===== src/rtl/mem_bus_arbiter_if.sv =====
// Bus bundle for the arbiter: fetch port, load/store data port and the byte-wide memory pins.
// The arbiter is the master; the fetch unit, LSB and memory together form the slave side.
interface mem_bus_arbiter_if;
  logic        i_waiting;
  logic [31:0] i_addr;
  logic        i_ready;
  logic [31:0] i_result;

  logic        d_waiting;
  logic        d_wr;
  logic [2:0]  d_len;
  logic [31:0] d_addr;
  logic [31:0] d_value;
  logic        d_ready;
  logic [31:0] d_result;

  logic [7:0]  mem_din;
  logic [7:0]  mem_dout;
  logic [31:0] mem_a;
  logic        mem_wr;

  modport master (
    input  i_waiting, i_addr, d_waiting, d_wr, d_len, d_addr, d_value, mem_din,
    output i_ready, i_result, d_ready, d_result, mem_dout, mem_a, mem_wr
  );

  modport slave (
    output i_waiting, i_addr, d_waiting, d_wr, d_len, d_addr, d_value, mem_din,
    input  i_ready, i_result, d_ready, d_result, mem_dout, mem_a, mem_wr
  );
endinterface


===== src/rtl/mem_bus_arbiter.sv =====
// Shares the byte-wide memory bus between instruction fetch and the load/store buffer,
// serialising multi-byte accesses and reassembling read data little-endian.
module mem_bus_arbiter #(
  parameter int STARVE_LIMIT = 4
) (
  input  logic clk_in,
  input  logic rst_in,
  input  logic rdy_in,
  input  logic clear,
  input  logic io_buffer_full,
  output logic busy,
  mem_bus_arbiter_if.master bus
);

  localparam int SW = (STARVE_LIMIT < 1) ? 1 : $clog2(STARVE_LIMIT + 1);
  localparam logic [SW-1:0] STARVE_MAX = SW'(STARVE_LIMIT);

  typedef enum logic [1:0] {IDLE, READ, WRITE, DONE} state_t;

  state_t      state, state_nx;
  logic        owner_d, owner_d_nx;
  logic [31:0] base, base_nx;
  logic [2:0]  len, len_nx;
  logic        wr, wr_nx;
  logic [31:0] value, value_nx;
  logic [2:0]  cnt, cnt_nx;
  logic [SW-1:0] starve, starve_nx;
  logic [31:0] rbuf, rbuf_nx;
  logic [31:0] i_res_q, i_res_nx;
  logic [31:0] d_res_q, d_res_nx;

  logic        io_stall;
  logic        last_write;
  logic        grant_fetch;
  logic [1:0]  cap_idx;
  logic [31:0] mem_a;
  logic [7:0]  mem_dout;
  logic        mem_wr;
  logic        i_ready;
  logic        d_ready;
  logic        d_read_done;

  assign io_stall    = (base[17:16] == 2'b11) && io_buffer_full;
  assign last_write  = ({1'b0, cnt} + 4'd1) >= {1'b0, len};
  assign grant_fetch = bus.i_waiting && ((starve == STARVE_MAX) || !bus.d_waiting);
  // Read data arrives one cycle behind its address, so the byte captured now belongs to cnt-1.
  assign cap_idx     = 2'(cnt - 3'd1);

  always_ff @(posedge clk_in or posedge rst_in) begin
    if (rst_in) begin
      state   <= IDLE;
      owner_d <= 1'b0;
      base    <= '0;
      len     <= '0;
      wr      <= 1'b0;
      value   <= '0;
      cnt     <= '0;
      starve  <= '0;
      rbuf    <= '0;
      i_res_q <= '0;
      d_res_q <= '0;
    end else if (rdy_in) begin
      state   <= state_nx;
      owner_d <= owner_d_nx;
      base    <= base_nx;
      len     <= len_nx;
      wr      <= wr_nx;
      value   <= value_nx;
      cnt     <= cnt_nx;
      starve  <= starve_nx;
      rbuf    <= rbuf_nx;
      i_res_q <= i_res_nx;
      d_res_q <= d_res_nx;
    end
  end

  always_comb begin
    state_nx    = state;
    owner_d_nx  = owner_d;
    base_nx     = base;
    len_nx      = len;
    wr_nx       = wr;
    value_nx    = value;
    cnt_nx      = cnt;
    starve_nx   = starve;
    rbuf_nx     = rbuf;
    i_res_nx    = i_res_q;
    d_res_nx    = d_res_q;
    mem_a       = '0;
    mem_dout    = '0;
    mem_wr      = 1'b0;
    i_ready     = 1'b0;
    d_ready     = 1'b0;
    d_read_done = 1'b0;

    case (state)
      IDLE: begin
        if (!clear) begin
          if (grant_fetch) begin
            owner_d_nx = 1'b0;
            base_nx    = bus.i_addr;
            len_nx     = 3'd4;
            wr_nx      = 1'b0;
            value_nx   = '0;
            cnt_nx     = '0;
            rbuf_nx    = '0;
            starve_nx  = '0;
            state_nx   = READ;
          end else if (bus.d_waiting) begin
            owner_d_nx = 1'b1;
            base_nx    = bus.d_addr;
            len_nx     = bus.d_len;
            wr_nx      = bus.d_wr;
            value_nx   = bus.d_value;
            cnt_nx     = '0;
            rbuf_nx    = '0;
            if (bus.i_waiting) starve_nx = starve + SW'(1);
            state_nx   = bus.d_wr ? WRITE : READ;
          end
        end
      end

      READ: begin
        // While paused, present the address whose byte is captured first on resume.
        if (!rdy_in)
          mem_a = (cnt == 3'd0) ? base : base + 32'(cnt) - 32'd1;
        else if (cnt < len)
          mem_a = base + 32'(cnt);
        if (clear) begin
          state_nx = IDLE;
        end else begin
          if (cnt != 3'd0) rbuf_nx[{cap_idx, 3'b000} +: 8] = bus.mem_din;
          if (cnt >= len) state_nx = DONE;
          else            cnt_nx   = cnt + 3'd1;
        end
      end

      WRITE: begin
        mem_a    = base + 32'(cnt);
        mem_dout = value[{cnt[1:0], 3'b000} +: 8];
        mem_wr   = rdy_in && !io_stall;
        if (!io_stall) begin
          if (last_write) state_nx = DONE;
          else            cnt_nx   = cnt + 3'd1;
        end
      end

      DONE: begin
        state_nx = IDLE;
        // Committed writes always report completion; a flush only drops read results.
        if (owner_d) begin
          if (wr) begin
            d_ready = rdy_in;
          end else if (!clear) begin
            d_ready     = rdy_in;
            d_read_done = rdy_in;
            d_res_nx    = rbuf;
          end
        end else if (!clear) begin
          i_ready  = rdy_in;
          i_res_nx = rbuf;
        end
      end

      default: state_nx = IDLE;
    endcase
  end

  assign busy         = (state != IDLE);
  assign bus.mem_a    = mem_a;
  assign bus.mem_dout = mem_dout;
  assign bus.mem_wr   = mem_wr;
  assign bus.i_ready  = i_ready;
  assign bus.i_result = i_ready ? rbuf : i_res_q;
  assign bus.d_ready  = d_ready;
  assign bus.d_result = d_read_done ? rbuf : d_res_q;

endmodule

===== src/flat_wrapper.sv =====
// flat-port wrapper written by rule: the top's interface ports become plain ports
module mem_bus_arbiter_flat 
#(
  parameter int STARVE_LIMIT = 4
)
  (clk_in, rst_in, rdy_in, clear, io_buffer_full, busy, bus_i_waiting, bus_i_addr, bus_d_waiting, bus_d_wr, bus_d_len, bus_d_addr, bus_d_value, bus_mem_din, bus_i_ready, bus_i_result, bus_d_ready, bus_d_result, bus_mem_dout, bus_mem_a, bus_mem_wr);
  mem_bus_arbiter_if bus_i ();
  input  logic clk_in;
  input  logic rst_in;
  input  logic rdy_in;
  input  logic clear;
  input  logic io_buffer_full;
  output logic busy;
  input wire logic [$bits(bus_i.i_waiting)-1:0] bus_i_waiting;
  input wire logic [$bits(bus_i.i_addr)-1:0] bus_i_addr;
  input wire logic [$bits(bus_i.d_waiting)-1:0] bus_d_waiting;
  input wire logic [$bits(bus_i.d_wr)-1:0] bus_d_wr;
  input wire logic [$bits(bus_i.d_len)-1:0] bus_d_len;
  input wire logic [$bits(bus_i.d_addr)-1:0] bus_d_addr;
  input wire logic [$bits(bus_i.d_value)-1:0] bus_d_value;
  input wire logic [$bits(bus_i.mem_din)-1:0] bus_mem_din;
  output wire logic [$bits(bus_i.i_ready)-1:0] bus_i_ready;
  output wire logic [$bits(bus_i.i_result)-1:0] bus_i_result;
  output wire logic [$bits(bus_i.d_ready)-1:0] bus_d_ready;
  output wire logic [$bits(bus_i.d_result)-1:0] bus_d_result;
  output wire logic [$bits(bus_i.mem_dout)-1:0] bus_mem_dout;
  output wire logic [$bits(bus_i.mem_a)-1:0] bus_mem_a;
  output wire logic [$bits(bus_i.mem_wr)-1:0] bus_mem_wr;
  assign bus_i.i_waiting = bus_i_waiting;
  assign bus_i.i_addr = bus_i_addr;
  assign bus_i.d_waiting = bus_d_waiting;
  assign bus_i.d_wr = bus_d_wr;
  assign bus_i.d_len = bus_d_len;
  assign bus_i.d_addr = bus_d_addr;
  assign bus_i.d_value = bus_d_value;
  assign bus_i.mem_din = bus_mem_din;
  assign bus_i_ready = bus_i.i_ready;
  assign bus_i_result = bus_i.i_result;
  assign bus_d_ready = bus_i.d_ready;
  assign bus_d_result = bus_i.d_result;
  assign bus_mem_dout = bus_i.mem_dout;
  assign bus_mem_a = bus_i.mem_a;
  assign bus_mem_wr = bus_i.mem_wr;
  mem_bus_arbiter #(.STARVE_LIMIT(STARVE_LIMIT)) u_core (.clk_in(clk_in), .rst_in(rst_in), .rdy_in(rdy_in), .clear(clear), .io_buffer_full(io_buffer_full), .busy(busy), .bus(bus_i));
endmodule

===== config.mk =====
export PLATFORM = sky130hd
export DESIGN_NAME = mem_bus_arbiter_flat
export DESIGN_NICKNAME = d
export VERILOG_FILES = /design/src/rtl/mem_bus_arbiter_if.sv /design/src/rtl/mem_bus_arbiter.sv /design/src/flat_wrapper.sv
export SDC_FILE = /design/constraint.sdc
export NUM_CORES = 1
export LEC_CHECK = 0
export CELL_PAD_IN_SITES_DETAIL_PLACEMENT = 2
export CELL_PAD_IN_SITES_GLOBAL_PLACEMENT = 2
export CORE_UTILIZATION = 33
export CTS_CLUSTER_SIZE = 14
export DETAILED_ROUTE_END_ITERATION = 10
export PLACE_DENSITY_LB_ADDON = 0.08
export RECOVER_POWER = 25
export SLEW_MARGIN = 40
export SYNTH_ARGS = -nofsm -noshare
export SYNTH_HDL_FRONTEND = slang
export SYNTH_SLANG_ARGS = --single-unit

===== constraint.sdc =====
create_clock -name clk_in -period 7.1 [get_ports clk_in]
set_input_delay 1.065 -clock clk_in [delete_from_list [all_inputs] [get_ports clk_in]]
set_output_delay 1.065 -clock clk_in [all_outputs]
set_load 0.03 [all_outputs]

==> metrics.txt <==
clk sinks=roughly 170; power per standard cell area=about 360 nW/µm²; # diodes=0; grt peak-use layer=met2; DIE AREA=~36000 µm²; hpwl dp=about 30 mm; HP Class=reg2reg; arrival time at the worst endpoint=between 5 and 6 ns; Distinct cells, synth=80; I/O Buffers=~220; gp weighted congestion=0.8543; Required @ worst endpoint=about 6 ns; Hold Slack=about 0.51 ns; Synth Cell Area=between 10000 and 15000 µm²; final core utilization=around 43%; maximum vdd drop=about 0.00024 V; WS Path Type=reg2out; post-route cell area=between 10000 and 15000 µm²; failing checks=capacitance limit, slew limit; Max Cap Viol=1; Critical Path Fanout Max=15; flops & latches, synth=approximately 170; Final Max Tran Viols=70; static leakage=6.086 nW; Post-CTS Setup Bufs=0; GRT overflow=0; row count=68; post-synthesis sequential area ratio=approximately 37%; CTS Buf Count=17; top cells by area, synth=dfrtp_1, mux2_2, o21ai_0, nand2_1, a22o_1; Max Fclk=~0.15 GHz; Startpoint Class=register; Final nets=1532; register area=about 4300 µm²; Synth top area share=approximately 37%; GRT Total Usage=approximately a quarter; Clock Skew=0.01134 ns; cells along the critical path=ha_1, a211o_1, a21oi_1, o21ai_0, a221oi_2, nand2_1, or4_1, a311oi_1, clkdlybuf4s50_1; Syn. warnings=0; fin crit period=between 6 and 7 ns; Mapped Nets=about 1400; Max clock buf depth=2; final hold violations=0; Routed WL=about 42 mm; Global Route met1 Usage=between 30 and 40%; first-pass GRT wire length=roughly 66 mm; clk_lat worst skew=roughly 0.45 ns; Initial Util=33.48%; Syn-to-layout area delta=28.57%; vias in the first global route=11125; Syn Area/Cell=between 9 and 10 µm²; Async SR Flop Fraction=100.0%; final setup fails=0; RSZ-0062 raised after global routing=false; Die H=~190 µm; Final ANT Viol Nets=0; setup TNS=0 ns; run status=finished, violations left; # IOs=between 200 and 250; share of cells above drive strength 1=between 10% and 20%; vias post-DR=between 10000 and 15000; Primary FF master, synth=dfrtp_1; slew margin rel.=-160.1%; CTS tree=built; Initial DRC Count=about 450; Pwr Total=5.350 mW; initial antenna violation count=0; grt met2 use=a little under two fifths; # fillers=approximately 3700; # resized after CTS=0; footprint of the multi-input gates=between 6000 and 7000 µm²; vias per cell=5.676; Post-synth EDFFs=0; CTS H-Tree Depth=4; Tightest Pin Transition=roughly 3.9 ns; slowest CP cell=dfrtp_1; Synth area leader=dfrtp_1; die width=189.2 µm; CP max stage delay=0.82 ns; clock slew at reported path FFs=~0.07 ns; Post-CTS Hold Fix Bufs=0; Syn Inst Count=1229; DRC viols=0; Pre-antenna DRT Iters=5; dpl cell area=around 14000 µm²; Core Area=~35000 µm²; DR WL/cell=22.50 µm; crit path capture type=output pin; met3 Use GR=3.095%; clock root cell=clkbuf_16; final period utilization=92.62%; largest net degree at the start of global routing=between 100 and 150
## cell families after synthesis
family	count (synthesis)	synth area share, %
simple gates	397	17.44
mux	181	17.96
buf+inv	120	4.274
fa+ha+maj	22	2.445
xor+xnor	41	3.170
flops	173	37.44
compound gates	295	17.27
## registers in the layout, indices dropped and copies added (netlist names), 2 cells and up
register / count
u_core.starve: 3
u_core.i_res_q: 32
u_core.state: 2
u_core.len: 3
u_core.rbuf: 32
u_core.d_res_q: 32
u_core.value: 32
u_core.cnt: 3
u_core.base: 32
## metal layers
| metal | wire length (µm) | vias up |
|---|---|---|
| met5 | 0 | - |
| met4 | 711 | 0 |
| met3 | 1377 | 35 |
| met2 | 19550 | 236 |
| met1 | 20280 | 5417 |
| li1 | - | 4887 |
## power by group
part,internal [mW],total (mW),switching [mW]
clock,0.511,0.990,0.479
combinational,1.02,2.71,1.69
sequential,1.21,1.65,0.434
total,2.74,5.35,2.61
## cell type report
class                      count  share of cell area [%]
timing repair buffer         244                   16.44
tap                          455                   3.829
clock inverter                15                   1.279
clock buffer                  17                   2.861
multi-input combinational    936                   45.87
sequential                   173                   29.12
inverter                      23                  0.5975
## metrics by stage
step	std cells	worst slack [ns]
after global placement	1828	1.101
after CTS	1862	0.4042
after detailed placement	1830	0.9526
final	1863	0.5238
after floorplan	1229	1.347
after global routing	1863	0.3111
## Yosys cell counts, drive strengths merged, types with 11 or more instances
cell / n
nand2: 136
nor3: 35
xnor2: 26
a211oi: 11
buf: 26
a21oi: 31
nand3: 44
xor2: 15
o21ai: 110
nor4: 27
and4: 11
inv: 22
nand4: 20
a22o: 49
and2: 11
ha: 21
nor2: 61
mux2i: 41
clkbuf: 71
dfrtp: 173
mux2: 132
a31oi: 11
## path summary, 6_finish.rpt
| path | from | end | slack [ns] | cells past startpoint |
|---|---|---|---|---|
| setup / recovery | u_core.cnt[1]$_DFFE_PP0P_ | bus_mem_a[29] | 0.52 | 9 |
| hold / removal | u_core.value[20]$_DFFE_PP0P_ | u_core.value[20]$_DFFE_PP0P_ | 0.51 | 1 |
| setup reg to reg | u_core.cnt[1]$_DFFE_PP0P_ | u_core.rbuf[1]$_DFFE_PP0P_ | 3.72 | 8 |
| hold reg to reg | u_core.value[20]$_DFFE_PP0P_ | u_core.value[20]$_DFFE_PP0P_ | 0.51 | 1 |
| max in group asynchronous | rst_in | u_core.i_res_q[25]$_DFFE_PP0P_ | 1.45 | 3 |
| min in group asynchronous | rst_in | u_core.base[31]$_DFFE_PP0P_ | 1.38 | 2 |
## worst max-delay path: cells and delay by family, from the launching register on
| kind | cells | cell delay, ns |
|---|---|---|
| DFF | 1 | 0.82 |
| and+or+nand+nor | 2 | 1.12 |
| buffers and inverters | 1 | 0.74 |
| adders and majority gates | 1 | 0.39 |
| AOI/OAI and AO/OA | 5 | 1.99 |
## cells in the final DEF (no fill, tap or decap), drive strengths merged, types with 6 or more instances in the layout
master and instances:
a211oi 11, a21o 7, a21oi 31, a22o 49, a22oi 8, a311oi 8
a31oi 11, and2 11, and3 10, and4 11, buf 21, clkbuf 18
clkdlybuf4s50 220, dfrtp 173, ha 21, inv 31, mux2 132, mux2i 41
mux4 8, nand2 136, nand2b 6, nand3 44, nand4 20, nor2 61
nor3 35, nor4 27, o211ai 10, o21a 7, o21ai 110, or3 9
or4 10, xnor2 26, xor2 15
Note: power is estimated with default switching activity, not from simulation.
